File: config.mk
export PLATFORM = sky130hd
export DESIGN_NAME = updown_counter
export DESIGN_NICKNAME = d
export VERILOG_FILES = /design/src/rtl/counter_pkg.sv /design/src/rtl/updown_counter.sv
export SDC_FILE = /design/constraint.sdc
export NUM_CORES = 1
export LEC_CHECK = 0
export ABC_AREA = 1
export CORE_AREA = 2 2 39 41
export DETAILED_ROUTE_END_ITERATION = 10
export DIE_AREA = 0 0 41 43
export DONT_BUFFER_PORTS = 1
export GPL_ROUTABILITY_DRIVEN = 0
export GPL_TIMING_DRIVEN = 0
export MAX_ROUTING_LAYER = met4
export PLACE_DENSITY = 0.36
export SETUP_SLACK_MARGIN = 0.02
export SYNTH_ARGS = -nofsm -noshare
export SYNTH_HDL_FRONTEND = slang
export SYNTH_SLANG_ARGS = --single-unit
File: constraint.sdc
create_clock -name clk -period 1.25 [get_ports clk]
set_clock_uncertainty 0.05 [all_clocks]
set_input_delay 0.1875 -clock clk [delete_from_list [all_inputs] [get_ports clk]]
set_output_delay 0.1875 -clock clk [all_outputs]
set_load 0.02 [all_outputs]
File: src/rtl/counter_pkg.sv
// Shared constants for the up/down counter and anything that drives or
// checks it, so the mode encoding has exactly one definition.
package counter_pkg;

    // Width used when an instance does not override WIDTH.
    localparam int DEFAULT_WIDTH = 4;

    // Legal bounds for the WIDTH parameter.
    localparam int MIN_WIDTH = 1;
    localparam int MAX_WIDTH = 32;

    // Direction encoding on the mode input.
    localparam logic MODE_DOWN = 1'b0;
    localparam logic MODE_UP   = 1'b1;

endpackage : counter_pkg

File: src/rtl/updown_counter.sv
// Free-running WIDTH-bit binary up/down counter. The mode input picks the
// direction on every clock, the value wraps modulo 2^WIDTH both ways, and
// a synchronous active-high reset forces zero with priority over the mode.
module updown_counter
    import counter_pkg::*;
#(
    parameter int WIDTH = DEFAULT_WIDTH
) (
    input  logic             clk,
    input  logic             m,
    input  logic             rst,
    output logic [WIDTH-1:0] count
);

    // Reject widths outside the supported range while elaborating.
    if (WIDTH < MIN_WIDTH || WIDTH > MAX_WIDTH) begin : g_badWidth
        $error("updown_counter: WIDTH must be in 1..32");
    end

    logic [WIDTH-1:0] r_count;
    logic [WIDTH-1:0] w_step;
    logic [WIDTH-1:0] w_next;

    // Step is +1 or all-ones (i.e. -1 in two's complement). Everything goes
    // through one adder, so the carry-out simply falls off the top and the
    // wrap in both directions comes for free. An unknown mode makes the step,
    // and therefore the count, unknown in simulation.
    always_comb begin
        w_step = (m == MODE_UP) ? WIDTH'(1) : '1;
        w_next = r_count + w_step;
    end

    // State register: reset wins over counting on the same edge.
    always_ff @(posedge clk) begin
        if (rst) begin
            r_count <= '0;
        end else begin
            r_count <= w_next;
        end
    end

    assign count = r_count;

endmodule : updown_counter

# Word level (Yosys, flattened, before mapping)
# Cells that the tools add are included.
classes:
  add_sub_neg: 1
  n_mux: 1
op_table:
  columns: ["cell", "n"]
  rows:
  - ["4-bit adder", 1]
  - ["4-bit two-way mux", 1]
word_totals:
  reg_bits: 4
  inputBits: 3
  out_inout_bits: 4
  wordCells: 3

# Depth between registers and ports, before layout
depth:
  ltp_word: 2
  ltp_mapped: 7
  mapped_depth_nobuf: 7

# Worst setup path after synthesis
# OpenSTA, ideal clock, no wires.
synth_path:
  path_kind: "reg2reg"
  from: "reg r_count[2], in the netlist count[2]"
  to: "reg r_count[3], in the netlist count[3]"
  setup_time_ns: 0.115
  t_arrival_ns: 1.121
  t_required_ns: 1.085
  slack_ns: -0.036
  path_stages_with_launch: 5
  n_path_buf: 0
  period_less_slack_ns: 1.286
  cell_sequence: "dfxtp_1 ha_1 or2_1 a21oi_1 nor2_1"
synth_between:
  elab_chain_len: 1
synth_lines:
  columns: ["element", "line_no", "source"]
  rows:
  - ["start: declaration", "updown_counter.sv:20", "logic [WIDTH-1:0] r_count;"]
  - ["start signal: assignment", "updown_counter.sv:38", "r_count <= w_next;"]
  - ["4-bit adder", "updown_counter.sv:30", "w_next = r_count + w_step;"]
# No other way between the ends.
# A chain may end at the register's enable or synchronous reset.

# Worst setup path after layout
# Same ends and word-level chain as after synthesis.

==> results.ini <==
[global_route]
grt_overflow = 0
grt_usage_pct = 6.08
grt_pass1_vias = 184
grt_pass1_wl_um = 655
grt_max_degree = 5
antenna_found_initial = 0

[drt]
drtIter0Drc = 2
drc = 0
finalWirelength_um = 385
ant_nets = 0
dr.pass1.iters = 2
post_drt_via_cell_ratio = 3.54
detail_route.wl_per_cell_um = 8.37
num_vias = 163

[worst_setup_path]
cp-end-kind = register
crit_fanout = 2
crit_type = reg2reg
critPathRequiredTime_ps = 1320
cp.arrival_ps = 1240
critPathLaunchType = register
regToRegSetupSlack_ps = 80

[placement]
portBuffers = 0
place_area_um2 = 233
pre_cts_ws_ps = -43.1
hpwl_um = 303
place_inst = 42

[timing]
post-route-period-util_pct = 93.6
setup_violations = 0
hold_viol = 0
fmax_ghz = 0.855
setup_ws_ps = 80.0
fin_crit_ps = 1170
maxSlewViolCount = 0
relSlewSlack_pct = 83.3
rsz0062_at_grt = false
worst_pin_slew_ps = 251

[synthesis]
syn_nets = 32
ys_seq_elements = 4
synthCells = 26
synth_cell_types = 10
yosysSeqAreaShare_pct = 37.9
synthMuxAreaShare_pct = 0
synthXorXnorAreaFrac_pct = 4.14
post_synth.cell_area_avg_um2 = 8.13
synth_compound_area_share_pct = 2.37
synth_top_family_by_area = simple AND/OR/NAND/NOR gates
yosys.area_share.simple_pct = 27.2
netlist_area_um2 = 211
yosys.area_share.adder_pct = 21.3
yosysWarningCount = 0

[finish]
fillers = 158
layout.nets = 38
fin_cells = 46
fin_area_um2 = 289
largest_reg_flops = 4
antenna_cells = 0
area_growth_pct = 36.7
drive_gt1_share_pct = 33.3
post-route-util_pct = 20.9

[job]
cap_violations = 0

[cts]
clock_path_buffers = 2
clock-sinks = 4
root_buffer = clkbuf_4
clk_pin_slew_ps = 40
cts_tree = yes
clkLatencyLatePin_ps = 230
h-tree-depth = 1
cts_setup_buffers = 0
cts_buffers = 3

[pwr]
p_per_area_nw_per_um2 = 1710
ir_worst_vdd_uv = 514
p_leak_nw = 0.134

[die]
dieArea_um2 = 1760
fp.dieH_um = 43
start_util_pct = 15.3
row_count = 14
ios = 7
fp.dieW_um = 41
core-area_um2 = 1380

[outcome]
outcome = complete, no violations

[worst_hold_path]
min_path_type = in2reg

## through the flow
stage | hold slack, ps | total power [mW] | TNS, ps
6_report | 54.0 | 0.495 | 0
4_1_cts | 43.9 | 0.492 | 0
5_1_grt | 63.0 | 0.541 | 0
3_3_place_gp | 204 | 0.306 | -33.5
2_1_floorplan | 202 | 0.286 | 0
3_5_place_dp | 207 | 0.308 | -43.1
## cell usage after synthesis (all sizes together)
cell type	count	share of area, %
xnor2	1	4.1
dfxtp	4	38
or2	1	3.0
nand2	6	11
ha	2	12
inv	4	7.1
nor2	5	8.9
nand3	1	4.7
fa	1	9.5
a21oi	1	2.4
## logic make-up after synthesis
family                   after synthesis
buffers and inverters                  4
adder cells (fa/ha/maj)                3
flip-flops                             4
AO/OA/AOI/OAI                          1
AND/OR/NAND/NOR                       13
XOR/XNOR                               1
## final cells by class
cell class	instances	area [um2]	area share [%]
clock buffer	3	22.5	7.79
inverter	4	15.0	5.19
multi-input combinational	18	135	46.8
sequential	4	86.3	29.9
tap	16	20.0	6.93
timing repair buffer	1	10.0	3.46
## repair_timing
item                                    CTS  global route
endpoints found under the hold margin     3             0
hold buffers                              1             0
endpoints found under the setup margin    3             1
resized for setup                         4             2
## critical path, cell delays in order, from the launching register on
cell	delay [ps]
dfxtp_4	380
ha_4	210
or2_4	230
a21oi_2	130
nor2_1	50
## routing by layer
metal  track usage (%)  vias to the layer above  share of wire, %
li1                  -                       86                 -
met1              6.80                       72                45
met2              6.88                        5                43
met3              3.66                        0                11
met4              6.00                        0                 0
met5                 -                        -                 0
## report_power, final
| group | total, mW | internal [mW] | switching [mW] |
|---|---|---|---|
| Sequential | 0.211 | 0.158 | 0.0531 |
| Combinational | 0.129 | 0.0671 | 0.0623 |
| Clock | 0.154 | 0.107 | 0.0472 |
## cells in the final DEF (no fill, tap or decap), types with 2 or more instances in the layout
cell type  n
inv_1      4
clkbuf_4   3
nand2_1    6
nor2_1     5
dfxtp_2    2
## final timing paths
check        startpoint  endpoint  cells after the start
max            count[2]  count[3]                      4
min                 rst  count[3]                      3
max reg2reg    count[2]  count[3]                      4
min reg2reg    count[0]  count[0]                      1
Note: power is estimated with default switching activity, not from simulation.
